[config.mk]
export PLATFORM = sky130hd
export DESIGN_NAME = mem_arbiter
export DESIGN_NICKNAME = d
export VERILOG_FILES = /design/src/rtl/mem_arbiter_pkg.sv /design/src/rtl/mem_arbiter.sv
export SDC_FILE = /design/constraint.sdc
export NUM_CORES = 1
export LEC_CHECK = 0
export ABC_CLOCK_PERIOD_IN_PS = 4600
export CAP_MARGIN = 10
export CORE_MARGIN = 2
export CORE_UTILIZATION = 55
export CTS_BUF_LIST = sky130_fd_sc_hd__clkbuf_4 sky130_fd_sc_hd__clkbuf_8
export DETAILED_ROUTE_END_ITERATION = 7
export MAX_ROUTING_LAYER = met4
export PLACE_DENSITY_LB_ADDON = 0.15
export SKIP_CTS_REPAIR_TIMING = 1
export SYNTH_ARGS = -nofsm -noshare
export SYNTH_HDL_FRONTEND = slang
export SYNTH_SLANG_ARGS = --single-unit
[constraint.sdc]
create_clock -name clk -period 4.6 [get_ports clk]
set_clock_uncertainty 0.2 [all_clocks]
set_input_delay 0.92 -clock clk [delete_from_list [all_inputs] [get_ports clk]]
set_output_delay 0.92 -clock clk [all_outputs]
set_load 0.1 [all_outputs]
[src/rtl/mem_arbiter_pkg.sv]
// mem_arbiter_pkg: shared types, widths and byte-lane helpers for the IF/MEM RAM arbiter.
package mem_arbiter_pkg;

    localparam int unsigned DATA_W = 32;
    localparam int unsigned BYTE_W = 8;
    localparam int unsigned LEN_W  = 2;
    localparam int unsigned CNT_W  = 3;
    localparam int unsigned LANE_W = 2;

    // Access length codes carried on mem_len
    localparam logic [LEN_W-1:0] LEN_BYTE = 2'b00;
    localparam logic [LEN_W-1:0] LEN_HALF = 2'b01;
    localparam logic [LEN_W-1:0] LEN_WORD = 2'b10;

    // Instruction fetches always move a full word
    localparam logic [CNT_W-1:0] IF_BYTES = 3'd4;

    typedef enum logic [2:0] {
        ST_IDLE   = 3'd0,
        ST_IF_RD  = 3'd1,
        ST_MEM_RD = 3'd2,
        ST_MEM_WR = 3'd3,
        ST_DONE   = 3'd4
    } arb_state_e;

    // Byte count of a MEM access; the reserved code 11 behaves as a word
    function automatic logic [CNT_W-1:0] len_to_bytes(input logic [LEN_W-1:0] len);
        logic [CNT_W-1:0] n;
        case (len)
            LEN_BYTE: n = 3'd1;
            LEN_HALF: n = 3'd2;
            default:  n = 3'd4;
        endcase
        return n;
    endfunction

    // Extract little-endian byte lane idx of a word
    function automatic logic [BYTE_W-1:0] get_byte(input logic [DATA_W-1:0] word,
                                                   input logic [LANE_W-1:0] idx);
        return word[{idx, 3'b000} +: BYTE_W];
    endfunction

    // Replace little-endian byte lane idx of a word
    function automatic logic [DATA_W-1:0] put_byte(input logic [DATA_W-1:0] word,
                                                   input logic [LANE_W-1:0] idx,
                                                   input logic [BYTE_W-1:0] b);
        logic [DATA_W-1:0] r;
        r = word;
        r[{idx, 3'b000} +: BYTE_W] = b;
        return r;
    endfunction

endpackage

[src/rtl/mem_arbiter.sv]
// mem_arbiter: shares a byte-wide, 1-cycle-latency RAM between instruction fetch and load/store.
// Word fetches and 1/2/4-byte loads/stores are serialised into byte transfers and reassembled.
// Build option MEM_ARB_FAIR_EN: alternate priority after each contended grant (default: MEM always wins).
module mem_arbiter
    import mem_arbiter_pkg::*;
#(
    parameter int unsigned ADDR_W = 32
) (
    input  logic              clk,
    input  logic              rst,
    input  logic              if_req,
    input  logic [ADDR_W-1:0] if_addr,
    output logic              if_done,
    output logic [31:0]       if_inst,
    input  logic              mem_req,
    input  logic              mem_we,
    input  logic [1:0]        mem_len,
    input  logic [ADDR_W-1:0] mem_addr,
    input  logic [31:0]       mem_wdata,
    output logic              mem_done,
    output logic [31:0]       mem_rdata,
    input  logic              flush,
    output logic [ADDR_W-1:0] ram_addr,
    output logic              ram_wr,
    output logic [7:0]        ram_dout,
    input  logic [7:0]        ram_din
);

    arb_state_e          state_q, state_d;
    logic [CNT_W-1:0]    cnt_q, cnt_d;
    logic [CNT_W-1:0]    nbytes_q, nbytes_d;
    logic [DATA_W-1:0]   wdata_q, wdata_d;
    logic [DATA_W-1:0]   asm_q, asm_d;
    logic [ADDR_W-1:0]   ram_addr_q, ram_addr_d;
    logic                ram_wr_q, ram_wr_d;
    logic [BYTE_W-1:0]   ram_dout_q, ram_dout_d;
    logic                if_done_q, if_done_d;
    logic [DATA_W-1:0]   if_inst_q, if_inst_d;
    logic                mem_done_q, mem_done_d;
    logic [DATA_W-1:0]   mem_rdata_q, mem_rdata_d;
`ifdef MEM_ARB_FAIR_EN
    logic                prio_if_q, prio_if_d;
`endif

    logic                grant_mem;
    logic                grant_if;
    logic                if_ok;
    logic [CNT_W-1:0]    cnt_inc;
    logic [DATA_W-1:0]   asm_upd;

    assign ram_addr  = ram_addr_q;
    assign ram_wr    = ram_wr_q;
    assign ram_dout  = ram_dout_q;
    assign if_done   = if_done_q;
    assign if_inst   = if_inst_q;
    assign mem_done  = mem_done_q;
    assign mem_rdata = mem_rdata_q;

    // Arbitration between the two requesters; only meaningful while idle
    always_comb begin
        grant_mem = 1'b0;
        grant_if  = 1'b0;
        if_ok     = if_req && !flush;
`ifdef MEM_ARB_FAIR_EN
        prio_if_d = prio_if_q;
        if (state_q == ST_IDLE) begin
            if (mem_req && if_ok) begin
                grant_if  = prio_if_q;
                grant_mem = !prio_if_q;
                prio_if_d = !prio_if_q;
            end else begin
                grant_mem = mem_req;
                grant_if  = if_ok;
            end
        end
`else
        if (state_q == ST_IDLE) begin
            grant_mem = mem_req;
            grant_if  = if_ok && !mem_req;
        end
`endif
    end

    // Byte sequencing, lane assembly and registered output updates
    always_comb begin
        state_d     = state_q;
        cnt_d       = cnt_q;
        nbytes_d    = nbytes_q;
        wdata_d     = wdata_q;
        asm_d       = asm_q;
        ram_addr_d  = ram_addr_q;
        ram_wr_d    = 1'b0;
        ram_dout_d  = ram_dout_q;
        if_done_d   = 1'b0;
        if_inst_d   = if_inst_q;
        mem_done_d  = 1'b0;
        mem_rdata_d = mem_rdata_q;

        cnt_inc = CNT_W'(cnt_q + CNT_W'(1));
        // Byte returned now belongs to the address issued one cycle earlier
        asm_upd = put_byte(asm_q, LANE_W'(cnt_q - CNT_W'(1)), ram_din);

        case (state_q)
            ST_IDLE: begin
                cnt_d = '0;
                if (grant_mem) begin
                    nbytes_d   = len_to_bytes(mem_len);
                    wdata_d    = mem_wdata;
                    asm_d      = '0;
                    ram_addr_d = mem_addr;
                    if (mem_we) begin
                        state_d    = ST_MEM_WR;
                        ram_wr_d   = 1'b1;
                        ram_dout_d = get_byte(mem_wdata, LANE_W'(0));
                    end else begin
                        state_d = ST_MEM_RD;
                    end
                end else if (grant_if) begin
                    state_d    = ST_IF_RD;
                    nbytes_d   = IF_BYTES;
                    asm_d      = '0;
                    ram_addr_d = if_addr;
                end
            end

            ST_IF_RD, ST_MEM_RD: begin
                if (state_q == ST_IF_RD && flush) begin
                    // Mispredicted fetch: drop partial bytes, keep last if_inst
                    state_d = ST_IDLE;
                    cnt_d   = '0;
                end else begin
                    if (cnt_q != '0) begin
                        asm_d = asm_upd;
                    end
                    if (cnt_q == nbytes_q) begin
                        state_d = ST_DONE;
                        cnt_d   = '0;
                        if (state_q == ST_IF_RD) begin
                            if_done_d = 1'b1;
                            if_inst_d = asm_upd;
                        end else begin
                            mem_done_d  = 1'b1;
                            mem_rdata_d = asm_upd;
                        end
                    end else begin
                        cnt_d = cnt_inc;
                        if (cnt_inc < nbytes_q) begin
                            ram_addr_d = ADDR_W'(ram_addr_q + ADDR_W'(1));
                        end
                    end
                end
            end

            ST_MEM_WR: begin
                if (cnt_inc < nbytes_q) begin
                    cnt_d      = cnt_inc;
                    ram_addr_d = ADDR_W'(ram_addr_q + ADDR_W'(1));
                    ram_wr_d   = 1'b1;
                    ram_dout_d = get_byte(wdata_q, LANE_W'(cnt_inc));
                end else begin
                    state_d    = ST_DONE;
                    cnt_d      = '0;
                    mem_done_d = 1'b1;
                end
            end

            ST_DONE: begin
                // Requester sees its done pulse here and retires its request
                state_d = ST_IDLE;
                cnt_d   = '0;
            end

            default: begin
                state_d = ST_IDLE;
                cnt_d   = '0;
            end
        endcase
    end

    // State and output registers with synchronous reset
    always_ff @(posedge clk) begin
        if (rst) begin
            state_q     <= ST_IDLE;
            cnt_q       <= '0;
            nbytes_q    <= '0;
            wdata_q     <= '0;
            asm_q       <= '0;
            ram_addr_q  <= '0;
            ram_wr_q    <= 1'b0;
            ram_dout_q  <= '0;
            if_done_q   <= 1'b0;
            if_inst_q   <= '0;
            mem_done_q  <= 1'b0;
            mem_rdata_q <= '0;
`ifdef MEM_ARB_FAIR_EN
            prio_if_q   <= 1'b0;
`endif
        end else begin
            state_q     <= state_d;
            cnt_q       <= cnt_d;
            nbytes_q    <= nbytes_d;
            wdata_q     <= wdata_d;
            asm_q       <= asm_d;
            ram_addr_q  <= ram_addr_d;
            ram_wr_q    <= ram_wr_d;
            ram_dout_q  <= ram_dout_d;
            if_done_q   <= if_done_d;
            if_inst_q   <= if_inst_d;
            mem_done_q  <= mem_done_d;
            mem_rdata_q <= mem_rdata_d;
`ifdef MEM_ARB_FAIR_EN
            prio_if_q   <= prio_if_d;
`endif
        end
    end

endmodule
== Yosys cells after proc, flatten, opt, wreduce, memory -nomap -nowiden ==
Index checks and enable logic that the tools add are counted.

* Register bits: 180
* Logic and storage cells: 102
* Output and inout port bits: 107

* Equal/unequal tests: 14
* $lt $le $gt $ge: 1
* Add/subtract/negate cells: 4
* Mux-type cells: 42
* Bitwise gates (word level): 4
* Shift-type cells: 3
* Reductions and logical operators: 22

{| class="wikitable"
|+ Operator list
! kind !! number
|-
| 2-to-1 mux 32 bit || 9
|-
| one-hot mux 32 bit (3 select lines) || 1
|-
| one-hot mux 32 bit (2 select lines) || 1
|-
| adder 32 x 1 -> 32 bit (second input constant) || 1
|-
| bitwise mux 32 bit || 1
|-
| variable shift 8 x 7 -> 32 bit (first input constant) || 1
|-
| indexed part select 32 x 6 -> 8 bit || 1
|-
| indexed part select 8 x 7 -> 32 bit || 1
|-
| 2-to-1 mux 3 bit || 10
|-
| 2-to-1 mux 8 bit || 3
|-
| AND reduction 4 bit || 5
|-
| one-hot mux 8 bit (2 select lines) || 1
|-
| inequality test 2 bit (second input constant) || 7
|-
| one-hot mux 3 bit (2 select lines) || 2
|-
| 2-to-1 mux 1 bit || 11
|-
| one-hot mux 3 bit (3 select lines) || 1
|-
| negation 5 -> 7 bit || 1
|-
| == test 3 x 2 -> 1 bit (second input constant) || 2
|-
| inequality test 3 bit (second input constant) || 2
|-
| nonzero test 2 bit || 3
|-
| nonzero test 3 bit || 2
|-
| NOT 1 bit || 4
|-
| one-hot mux 1 bit (2 select lines) || 2
|-
| AND reduction 2 bit || 2
|-
| 13 further kinds || 16
|}

== Longest topological paths before layout ==
Gate-level depths: netlist of the first run.

* Depth in word-level cells: 7
* Gate-level depth with buffers: 11

== Least setup slack after synthesis of the first run ==
OpenSTA, ideal clock, no wires.

* Kind: reg2reg
* From: register ram_addr_q[1], in the netlist ram_addr[1]
* To: register ram_addr_q[18], in the netlist ram_addr[18]
* Stages on the path, launching flop included: 7
* Setup time: 0.071 ns
* Data arrival time: 2.683 ns
* Path buffers: 0
* Setup slack: 1.646 ns
* Required time: 4.329 ns
* Cells stage by stage: dfxtp_1 ha_1 nand4_2 or4_4 nor4b_1 o21ai_1 a21oi_1

* Cells in the longest elaborated chain, start to end: 5

{| class="wikitable"
|+ RTL lines
! what !! line !! RTL
|-
| from (decl) || mem_arbiter.sv:34 || <nowiki>logic [ADDR_W-1:0] ram_addr_q, ram_addr_d;</nowiki>
|-
| from (signal assigned) || mem_arbiter.sv:204 || <nowiki>ram_addr_q <= ram_addr_d;</nowiki>
|-
| adder 32 x 1 -> 32 bit * || mem_arbiter.sv:148, mem_arbiter.sv:157 ||
|-
| 2-to-1 mux 32 bit * || mem_arbiter.sv:147, mem_arbiter.sv:155 ||
|-
| 2-to-1 mux 32 bit || mem_arbiter.sv:135 || <nowiki>if (cnt_q == nbytes_q) begin</nowiki>
|-
| 2-to-1 mux 32 bit || mem_arbiter.sv:127 || <nowiki>if (state_q == ST_IF_RD && flush) begin</nowiki>
|-
| one-hot mux 32 bit (3 select lines) * || mem_arbiter.sv:103 || <nowiki>case (state_q)</nowiki>
|}

Every way passes the cells marked *; elsewhere a longest branch is shown, timed or not. The select of a mux whose other input is x is not followed.
A chain may end at the register's enable or synchronous reset.

== Worst setup path in the final report of the first run ==
* From: register cnt_q[1]
* To: register ram_addr_q[31], in the netlist ram_addr[31]

* Cells in the longest elaborated chain, start to end: 6
* Elaborated cells between the ends (all ways): 9

{| class="wikitable"
|+ RTL lines
! what !! line !! RTL
|-
| from (decl) || mem_arbiter.sv:30 || <nowiki>logic [CNT_W-1:0] cnt_q, cnt_d;</nowiki>
|-
| from (signal assigned) || mem_arbiter.sv:200 || <nowiki>cnt_q <= cnt_d;</nowiki>
|-
| adder 3 x 1 -> 3 bit || mem_arbiter.sv:99 || <nowiki>cnt_inc = CNT_W'(cnt_q + CNT_W'(1));</nowiki>
|-
| less-than comparator 3 bit || mem_arbiter.sv:147, mem_arbiter.sv:155 ||
|-
| 2-to-1 mux 32 bit (3 in a row) || - ||
|-
| one-hot mux 32 bit (3 select lines) || - ||
|}

Parallel ways exist; a longest one is shown, timed or not. The select of a mux whose other input is x is not followed.

==> summary.md, run 1 <==
| Metric | Value |
|---|---|
| Clock tree buffer depth | `2` |
| Via count | `8336` |
| Row cnt | `45` |
| Xor-xnor portion of the synthesized cell area | `0.411%` |
| Worst setup EP type | `register` |
| CP Cell Sequence | `ha_1 > xor2_1 > ha_1 > a21oi_1 > a22o_1 > and3_1 > nand2_1 > o221ai_1` |
| Internal power | `roughly 0.0027 W` |
| Routability cong. | `0.911` |
| Num CTS Buffers | `17` |
| Post-synthesis mux area share | `3.66%` |
| H-Tree Depth | `4` |
| Final nets | `1346` |
| Area of the multi-input gates | `4500 um2` |
| Synth Area in Simple Gates | `24.5%` |
| Crit path largest cell delay | `about 700 ps` |
| CTS root buf | `clkbuf_8` |
| Setup_tns | `0 ps` |
| Adder-Cell Fraction of Synth Area | `1.32%` |
| Share of the synthesized area in the top cell type | `~42%` |
| Antenna Diode Count | `0` |
| Die area | `~16000 um2` |
| Yosys top cell by area | `dfxtp_1` |
| Crit Path Class | `reg -> reg` |
| Slew @ Worst Pin | `1030 ps` |
| Critical path launch point type | `register` |
| Most common cell in the netlist | `dfxtp_1` |
| Hold_sp | `asm_q[6]` |
| Post-Syn Area | `between 8000 and 9000 um2` |
| Crit-path most repeated cell | `ha_1` |
| Grt ovf | `0` |
| Pwr/cell area | `431 nW/um2` |
| Power share of the sequential group | `39.2%` |
| Detailed Routing Iterations Pass 1 | `5` |
| Post-Place Cells | `~1400` |
| Pins Over Slew Limit | `0` |
| Largest family of logic cells by synthesized area | `simple AND/OR/NAND/NOR gates` |
| CTS tree | `yes` |
| Most common flop cell mapped by yosys | `dfxtp_1` |
| Outcome | `complete, no violations` |
| Initial DRC Count | `about 770` |
| Maximum vdd drop | `0.000367 V` |
| Maxcap violations | `0` |
| DRC | `0` |
| Post-route antenna net violation count | `0` |
| First-pass GRT wire length | `37.8 mm` |
| Synth Area per Inst | `8.04 um2` |
| Relative slew slack | `a little over 30%` |
| Share of post-route cells with drive strength above 1 | `6.30%` |
| Die width | `between 100 and 150 um` |
| Area grow syn2layout | `29.6%` |
| Design area | `about 11000 um2` |
| CP Data Arrival Time | `3630 ps` |
| Clk pin slew, worst setup/hold paths | `90 ps` |
| Async set-reset flop share out of synthesis | `0%` |
| Vias in the first global route | `7736` |
| Sequential-to-total area share from yosys stat | `42.3%` |
| Clock Power Share | `21.9%` |
| Core Region | `15100 um2` |
| Height of the die | `128 um` |
| Dpl cell area | `between 10000 and 15000 um2` |
| # setup viols final | `0` |
| Final cell count without fillers | `1426` |
| WP data required | `4800 ps` |
| Reg2reg start | `cnt_q[1]` |
| #FFs+latches synth | `180` |
| Wire length per cell | `about 16 um` |
| Final hold vios | `0` |
| Post-route minimum period | `around 3400 ps` |
| Unique masters post-synth | `66` |
| CP Launch Point | `cnt_q[1]` |
| Final core utilization | `around 73%` |
| Initial antenna violation count | `0` |
| Clk_lat worst skew | `480 ps` |
| Dominant cells by area after synthesis | `dfxtp_1, a21oi_1, nand2_1, a211oi_1, nor2_1` |
| Post-synth net total | `1180` |
| Largest net degree at the start of global routing | `86` |
| Sink Count | `180` |
| Post-Route WL | `between 20 and 25 mm` |
| Crit-path slowest cell | `and3_1` |
| Reg area | `3600 um2` |
| # IOs | `between 200 and 250` |
| Leakage | `between 3 and 4 nW` |
| HP Class | `reg -> reg` |
| Detail Placement HPWL | `around 16 mm` |
| Initial Util | `between 50% and 60%` |
| Synth cell count leaders | `dfxtp_1, nand2_1, a21oi_1` |
| Mapped Cells | `1059` |
| Filler cells | `1211` |
| Critical path fanouts, max | `20` |
| Crit share post-route | `74.6%` |
| Comb power frac | `38.9%` |
| P_sw | `roughly 0.0021 W` |
| IO Port Bufs | `between 200 and 250` |
| RSZ-0062 raised after global routing | `no` |
| Vias/cell | `5.85` |
| Compound-Gate Fraction of Synth Area | `22.6%` |
| Total GRT Usage | `between 20% and 30%` |
| FMAX | `around 0.29 GHz` |
| Post-synth EDFFs | `0` |
| Ys Warns | `0` |
| Switching part of the total | `44.2%` |
-- logic make-up after synthesis --
group,after synthesis
mux,21
compound gates,314
xor+xnor,4
buf+inv,98
fa+ha+maj,9
simple gates,433
flops,180
-- path summary, 6_finish.rpt --
kind / cells past startpoint / endpoint / slack [ps]
setup / recovery: 8 / ram_addr[31] / 1170
hold / removal: 2 / asm_q[6] / 250
setup reg to reg: 8 / ram_addr[31] / 1170
hold reg to reg: 2 / asm_q[6] / 250
-- registers in the layout, indices dropped and copies added (netlist names) --
signal and count:
mem_rdata 32, ram_wr 1, if_done 1, state_q 3, ram_addr 32, asm_q 32
mem_done 1, ram_dout 8, if_inst 32, wdata_q 32, cnt_q 3, nbytes_q 3
-- per-stage QoR --
stage | hold slack [ps] | setup slack [ps] | total power [W]
finish | 249 | 1170 | 0.00475
global route | 267 | 1010 | 0.00494
CTS | 251 | 1220 | 0.00476
detailed placement | 238 | 986 | 0.00374
global placement | 233 | 1050 | 0.00371
floorplan | 227 | 1650 | 0.00325
-- metal layers --
| metal | wire, um | GRT usage, % | part of all wire [%] | up-vias |
|---|---|---|---|---|
| met5 | 0 | - | 0 | - |
| met4 | 529 | 9.70 | 2.3 | 0 |
| met3 | 1400 | 5.61 | 6.0 | 49 |
| met2 | 11200 | 47.1 | 48 | 297 |
| met1 | 10200 | 36.9 | 44 | 3881 |
| li1 | - | - | - | 4109 |
-- area by class of cell --
| type | count | share of cell area, % |
|---|---|---|
| Multi-Input combinational cell | 781 | 40.8 |
| Sequential cell | 180 | 32.6 |
| Timing Repair Buffer | 232 | 20.7 |
| Clock buffer | 18 | 2.19 |
| Tap cell | 188 | 2.13 |
| Clock inverter | 14 | 1.14 |
| Inverter | 13 | 0.442 |
-- power groups by stage --
stage	clock network (W)	logic, W	registers, W
floorplan	0	0.000603	0.00265
global placement	0	0.00182	0.00189
detailed placement	0	0.00184	0.00189
CTS	0.00105	0.00185	0.00186
global route	0.00111	0.00195	0.00188
finish	0.00104	0.00185	0.00186
-- placed cells by master (no fill, tap or decap), drive strengths merged, types with 3 or more instances in the layout --
cell and count:
clkdlybuf4s50 217, a31oi 19, mux2i 12, nor3 17
ha 9, buf 15, o32ai 5, clkbuf 18
nor2b 37, o21ai 37, or2 3, nor4b 3
nand3 14, o21a 4, xor2 3, and2 3
nor2 104, or3 34, nand4 10, o221a 3
a211oi 74, inv 19, and3 8, nor3b 3
nand2 171, clkinv 6, dfxtp 180, nor4 8
mux4 8, or4 5, o22ai 3, and4 8
a21oi 147
-- critical path, delay by kind of cell, from the launching register on --
kind                     cells  cell delay [ps]
AO/OA/AOI/OAI                3              740
XOR/XNOR                     1              230
AND/OR/NAND/NOR              2             1060
flip-flops                   1              420
adder cells (fa/ha/maj)      2              710
No activity file was read; power rests on OpenSTA's default activity.
==> run 2, diff against run 1 <==
--- a/config.mk
+++ b/config.mk
@@ -5,10 +5,10 @@
 export SDC_FILE = /design/constraint.sdc
 export NUM_CORES = 1
 export LEC_CHECK = 0
-export ABC_CLOCK_PERIOD_IN_PS = 4600
+export ABC_CLOCK_PERIOD_IN_PS = 3200
 export CAP_MARGIN = 10
 export CORE_MARGIN = 2
-export CORE_UTILIZATION = 55
+export CORE_UTILIZATION = 51
 export CTS_BUF_LIST = sky130_fd_sc_hd__clkbuf_4 sky130_fd_sc_hd__clkbuf_8
 export DETAILED_ROUTE_END_ITERATION = 7
 export MAX_ROUTING_LAYER = met4
==> constraint.sdc (replaced) <==
create_clock -name clk -period 3.2 [get_ports clk]
set_clock_uncertainty 0.2 [all_clocks]
set_input_delay 0.64 -clock clk [delete_from_list [all_inputs] [get_ports clk]]
set_output_delay 0.64 -clock clk [all_outputs]
set_load 0.1 [all_outputs]
==> run 2 against run 1 <==
Compared with the run above:
- non-clock buffer count increased by 10
- die area increased by 7.6%
- critical path depth increased by 1
- critical path type unchanged
- setup slack got worse by 890 ps
- sequential power increased by 44%
- cell count increased by 2.8%
- via count decreased by 1.4%
- clock power increased by 44%
- utilization decreased by 6.5 points
- global-route usage decreased by 2.9 points
- first-iteration DRC count decreased by 16%
==> summary.md, run 2 (synthesis results as in run 1) <==
| Metric | Value |
|---|---|
| CP Data Arrival Time | `3140 ps (-490 ps)` |
| Pwr/cell area | `622 nW/um2 (+44%)` |
| Top delay family on crit path | `compound AO/OA/AOI/OAI gates` |
| Initial DRC Count | `644 (-16%)` |
| Vias/cell | `5.61 (-4.1%)` |
| Final worst setup slack | `277 ps (-892 ps)` |
| Clock tree buffer depth | `2 (unchanged)` |
| Wire length per cell | `15.7 um (-4.0%)` |
| Worst setup EP type | `register` |
| Pins Over Slew Limit | `0 (unchanged)` |
| Leakage | `4.09 nW (+6.8%)` |
| Num CTS Buffers | `17 (unchanged)` |
| Slew @ Worst Pin | `830 ps (-205 ps)` |
| Initial antenna violation count | `0 (unchanged)` |
| Row cnt | `47 (+4.4%)` |
| First-pass GRT wire length | `37.0 mm (-2.1%)` |
| Filler cells | `1439 (+19%)` |
| Die area | `17800 um2 (+7.6%)` |
| FMAX | `0.342 GHz (+17%)` |
| Clk pin slew, worst setup/hold paths | `100 ps (about the same)` |
| CTS root buf | `clkbuf_8` |
| Crit-path slowest cell | `dfxtp_1` |
| Most frequent cells in the layout | `dfxtp_1, nand2_1, a21oi_1` |
| RSZ-0062 raised after global routing | `no` |
| Antenna Diode Count | `0 (unchanged)` |
| Maximum vdd drop | `0.000396 V (+7.9%)` |
| Initial Util | `51.7% (-4.5 points)` |
| HP Class | `reg -> reg` |
| Post-route minimum period | `2920 ps (-508 ps)` |
| IO Port Bufs | `218 (unchanged)` |
| Via count | `8217 (-1.4%)` |
| Final nets | `1356 (+0.74%)` |
| Crit share post-route | `91.3% (+17 points)` |
| Largest net degree at the start of global routing | `93 (+8.1%)` |
| Critical path fanouts, max | `26 (+30%)` |
| WP buf/inv | `1 (+1)` |
| DP Worst Slack | `249 ps (-737 ps)` |
| Total GRT Usage | `26.3% (-2.9 points)` |
| Detail Placement HPWL | `16.0 mm (-0.35%)` |
| Post-route antenna net violation count | `0 (unchanged)` |
| DRC | `0 (unchanged)` |
| Post-Route WL | `23.0 mm (-1.3%)` |
| Height of the die | `133 um (+3.7%)` |
| # IOs | `219 (unchanged)` |
| Most common cell after layout, fill and taps aside | `dfxtp_1` |
| Routability cong. | `0.891 (-2.2%)` |
| Grt ovf | `0 (unchanged)` |
| Share of post-route cells with drive strength above 1 | `15.5% (+9.2 points)` |
| Clk_lat worst skew | `470 ps (about the same)` |
| Crit-path most repeated cell | `ha_1` |
| WP data required | `3420 ps (-1380 ps)` |
| Critical path launch point type | `register` |
| Area grow syn2layout | `28.4%` |
| Outcome | `complete, no violations` |
| Final hold vios | `0 (unchanged)` |
| # setup viols final | `0 (unchanged)` |
| CP Cell Sequence | `ha_1 > xor2_1 > ha_1 > a21oi_1 > a22o_1 > nand3_1 > buf_4 > a311oi_1 > a32o_1` |
| H-Tree Depth | `4 (unchanged)` |
| CTS tree | `yes` |
| Setup_tns | `0 ps (unchanged)` |
| Crit path largest cell delay | `500 ps (-200 ps)` |
| Relative slew slack | `44.7% (+14 points)` |
| Maxcap violations | `0 (unchanged)` |
| Sink Count | `180 (unchanged)` |
| Crit Path Class | `reg -> reg` |
| Vias in the first global route | `7375 (-4.7%)` |
| Detailed Routing Iterations Pass 1 | `5 (unchanged)` |
| Core Region | `16500 um2 (+8.7%)` |
| Die width | `133 um (+3.7%)` |
## run 2: path summary, 6_finish.rpt
kind,startpoint,end,slack (ps),depth (start not counted)
setup reg to reg,cnt_q[0],ram_addr[19],280,9
setup / recovery,cnt_q[0],ram_addr[19],280,9
hold reg to reg,asm_q[0],asm_q[0],250,2
hold / removal,asm_q[0],asm_q[0],250,2
## run 2: area by class of cell
cell class                      instances  area, um2  share of cell area (%)
Clock buffer                           20        269                    2.46
Clock inverter                         10       98.8                   0.903
Inverter                               13       48.8                   0.446
Multi-Input combinational cell        781       4500                    41.2
Sequential cell                       180       3600                    32.9
Tap cell                              220        275                    2.52
Timing Repair Buffer                  242       2140                    19.6
## run 2: metrics by stage
step | power [W] | utilization (%) | cells | hold WS, ps | area (um2)
6_report | 0.00681 | 66.4 | 1466 | 249 | 10900
5_1_grt | 0.00710 | 66.4 | 1466 | 263 | 10900
3_5_place_dp | 0.00536 | 64.2 | 1436 | 239 | 10600
2_1_floorplan | 0.00467 | - | 1059 | 227 | 8520
4_1_cts | 0.00683 | 66.4 | 1466 | 251 | 10900
3_3_place_gp | 0.00534 | 64.2 | 1436 | 233 | 10600
## run 2: per-layer routing
| metal | part of all wire (%) | up-vias | wire (um) | global-route usage, % |
|---|---|---|---|---|
| met1 | 44 | 3786 | 10200 | 34.2 |
| met2 | 48 | 276 | 11000 | 41.9 |
| met5 | 0 | - | 0 | - |
| met3 | 6.4 | 31 | 1470 | 4.76 |
| li1 | - | 4124 | - | - |
| met4 | 1.5 | 0 | 337 | 8.10 |
## run 2: worst register-to-register path, cell delays in order (launching register included)
cell and delay, ps:
dfxtp_1 500, ha_1 250, xor2_1 190, ha_1 270, a21oi_1 210, a22o_1 190
nand3_1 200, buf_4 300, a311oi_1 390, a32o_1 190
## run 2: report_power, final
part           leakage [nW]  total [W]  switching (W)  internal [W]
Combinational          2.44    0.00263        0.00193      0.000708
Clock                 0.186    0.00150       0.000832      0.000665
Sequential             1.47    0.00268       0.000224       0.00245
==> run 3, diff against run 2 <==
--- a/config.mk
+++ b/config.mk
@@ -5,10 +5,10 @@
 export SDC_FILE = /design/constraint.sdc
 export NUM_CORES = 1
 export LEC_CHECK = 0
-export ABC_CLOCK_PERIOD_IN_PS = 3200
+export ABC_CLOCK_PERIOD_IN_PS = 3600
 export CAP_MARGIN = 10
 export CORE_MARGIN = 2
-export CORE_UTILIZATION = 51
+export CORE_UTILIZATION = 55
 export CTS_BUF_LIST = sky130_fd_sc_hd__clkbuf_4 sky130_fd_sc_hd__clkbuf_8
 export DETAILED_ROUTE_END_ITERATION = 7
 export MAX_ROUTING_LAYER = met4
==> constraint.sdc (replaced) <==
create_clock -name clk -period 3.6 [get_ports clk]
set_clock_uncertainty 0.2 [all_clocks]
set_input_delay 0.72 -clock clk [delete_from_list [all_inputs] [get_ports clk]]
set_output_delay 0.72 -clock clk [all_outputs]
set_load 0.1 [all_outputs]
==> run 3 against run 2 <==
Compared with the run above:
- critical path depth is 1 lower
- sequential share of layout area shrank 0.071 points
- flip-flop and latch count unchanged
- clock power is 5% lower
- hold slack got worse by 0.56 ps
- global-route usage up 2.5 points
- combinational power is 11% lower
- cell count is 2.3% lower
==> summary.md, run 3 (synthesis results as in run 1) <==
| Metric | Value |
|---|---|
| Outcome | `complete, no violations` |
| Total GRT Usage | `28.8% (+2.5 points)` |
| Slew @ Worst Pin | `966 ps (+136 ps)` |
| CP Data Arrival Time | `3170 ps (+30 ps)` |
| Final hold vios | `0 (unchanged)` |
| Critical path launch point type | `register` |
| Worst setup EP type | `register` |
| Maximum vdd drop | `0.000382 V (-3.6%)` |
| Largest net degree at the start of global routing | `94 (+1.1%)` |
| Initial DRC Count | `751 (+17%)` |
| H-Tree Depth | `4 (unchanged)` |
| Switching part of the total | `43.7% (-0.061 points)` |
| Critical path fanouts, max | `14 (-46%)` |
| Via count | `8281 (+0.78%)` |
| FMAX | `0.333 GHz (-2.8%)` |
| Area grow syn2layout | `28.7%` |
| Vias/cell | `5.78 (+3.1%)` |
| Initial antenna violation count | `0 (unchanged)` |
| Top delay family on crit path | `simple AND/OR/NAND/NOR gates` |
| Row cnt | `45 (-4.3%)` |
| Most common cell after layout, fill and taps aside | `dfxtp_1` |
| Final cell count without fillers | `1433 (-2.3%)` |
| Clk_lat worst skew | `460 ps (about the same)` |
| IO Port Bufs | `218 (unchanged)` |
| Power share of the sequential group | `38.7% (-0.6 points)` |
| Comb power frac | `38.1% (-0.6 points)` |
| M1 WL | `10.1 mm (-0.91%)` |
| Routability cong. | `0.919 (+3.2%)` |
| Post-Place Cells | `1401 (-2.4%)` |
| Internal power | `0.00346 W (-9.5%)` |
| Metal2 WL | `11.1 mm (+1.2%)` |
| CTS root buf | `clkbuf_8` |
| Maxcap violations | `0 (unchanged)` |
| Wire length per cell | `16.1 um (+2.6%)` |
| Die area | `16500 um2 (-7.1%)` |
| Crit-path most repeated cell | `ha_1` |
| Pins Over Slew Limit | `0 (unchanged)` |
| HP Class | `reg -> reg` |
| Detail Placement HPWL | `16.0 mm (about the same)` |
| Core Region | `15100 um2 (-8.0%)` |
| Crit share post-route | `83.5% (-7.8 points)` |
| Relative slew slack | `35.4% (-9.3 points)` |
| Post-route minimum period | `3010 ps (+83.6 ps)` |
| Pwr/cell area | `561 nW/um2 (-9.8%)` |
| Setup_tns | `0 ps (unchanged)` |
| Clock Power Share | `23.2% (+1.2 points)` |
| # setup viols final | `0 (unchanged)` |
| Most frequent cells in the layout | `dfxtp_1, nand2_1, a21oi_1` |
| Hold Slack | `248 ps (-0.561 ps)` |
| Clk pin slew, worst setup/hold paths | `90 ps (about the same)` |
| P_sw | `0.00269 W (-9.7%)` |
| Crit path largest cell delay | `510 ps (about the same)` |
| Post-route antenna net violation count | `0 (unchanged)` |
| Grt ovf | `0 (unchanged)` |
| Share of post-route cells with drive strength above 1 | `13.9% (-1.6 points)` |
| Detailed Routing Iterations Pass 1 | `5 (unchanged)` |
| Height of the die | `128 um (-3.6%)` |
| Crit Path Class | `reg -> reg` |
| DRC | `0 (unchanged)` |
| Final nets | `1353 (-0.22%)` |
| WP data required | `3770 ps (+350 ps)` |
| RSZ-0062 raised after global routing | `no` |
| CP Cell Sequence | `ha_1 > xor2_1 > ha_1 > a21oi_1 > a22o_1 > and3_1 > nand2_1 > o221ai_1` |
| Post-Route WL | `23.1 mm (+0.25%)` |
| Crit-path slowest cell | `dfxtp_1` |
| WP buf/inv | `0 (-1)` |
| Num CTS Buffers | `17 (unchanged)` |
| Die width | `128 um (-3.6%)` |
| Tot Pwr | `0.00615 W (-9.6%)` |
| Clock tree buffer depth | `2 (unchanged)` |
| Met3 wire len | `1.30 mm (-12%)` |
| First-pass GRT wire length | `37.4 mm (+1.2%)` |
| Initial Util | `56.2% (+4.5 points)` |
| Vias in the first global route | `7400 (+0.34%)` |
| Leakage | `4.06 nW (-0.79%)` |
| # IOs | `219 (unchanged)` |
| CTS tree | `yes` |
| Antenna Diode Count | `0 (unchanged)` |
| Sink Count | `180 (unchanged)` |
| Max layer used | `met4` |
## run 3: worst paths after layout
path	slack, ps	depth (start not counted)	to	start
min reg2reg	250	2	asm_q[13]	asm_q[13]
min	250	2	asm_q[13]	asm_q[13]
max	590	8	ram_addr[30]	cnt_q[0]
max reg2reg	590	8	ram_addr[30]	cnt_q[0]
## run 3: worst min-delay path, delay by kind of cell (launching register included)
| family | cells | cell delay, ps |
|---|---|---|
| flip-flops | 1 | 310 |
| AND/OR/NAND/NOR | 1 | 50 |
| AO/OA/AOI/OAI | 1 | 50 |
## run 3: layout make-up
| class | instances | area [um2] |
|---|---|---|
| multi-input cells | 781 | 4500 |
| clock inverters | 14 | 165 |
| fillers | 1223 | 4180 |
| well taps | 188 | 235 |
| flip-flops and latches | 180 | 3600 |
| inverters | 13 | 48.8 |
| clock buffers | 18 | 241 |
| repair buffers | 239 | 2170 |
## run 3: routing by layer
layer  global-route usage, %  vias up
met5                       -        -
li1                        -     4115
met1                    37.6     3817
met4                    9.57        0
met3                    4.53       39
met2                    45.7      310
## run 3: power by group through the flow
| stage | clock, W | sequential, W | combinational [W] |
|---|---|---|---|
| floorplan | 0 | 0.00338 | 0.000770 |
| global placement | 0 | 0.00242 | 0.00232 |
| detailed placement | 0 | 0.00242 | 0.00234 |
| CTS | 0.00144 | 0.00238 | 0.00235 |
| global route | 0.00153 | 0.00241 | 0.00248 |
| finish | 0.00143 | 0.00238 | 0.00235 |
## run 3: through the flow
step | utilization [%] | area [um2] | setup slack [ps]
final | 72.4 | 11000 | 593
after global routing | 72.4 | 11000 | 348
after CTS | 72.4 | 11000 | 580
after global placement | 69.7 | 10600 | 603
after floorplan | - | 8520 | 646
after detailed placement | 69.7 | 10600 | 532
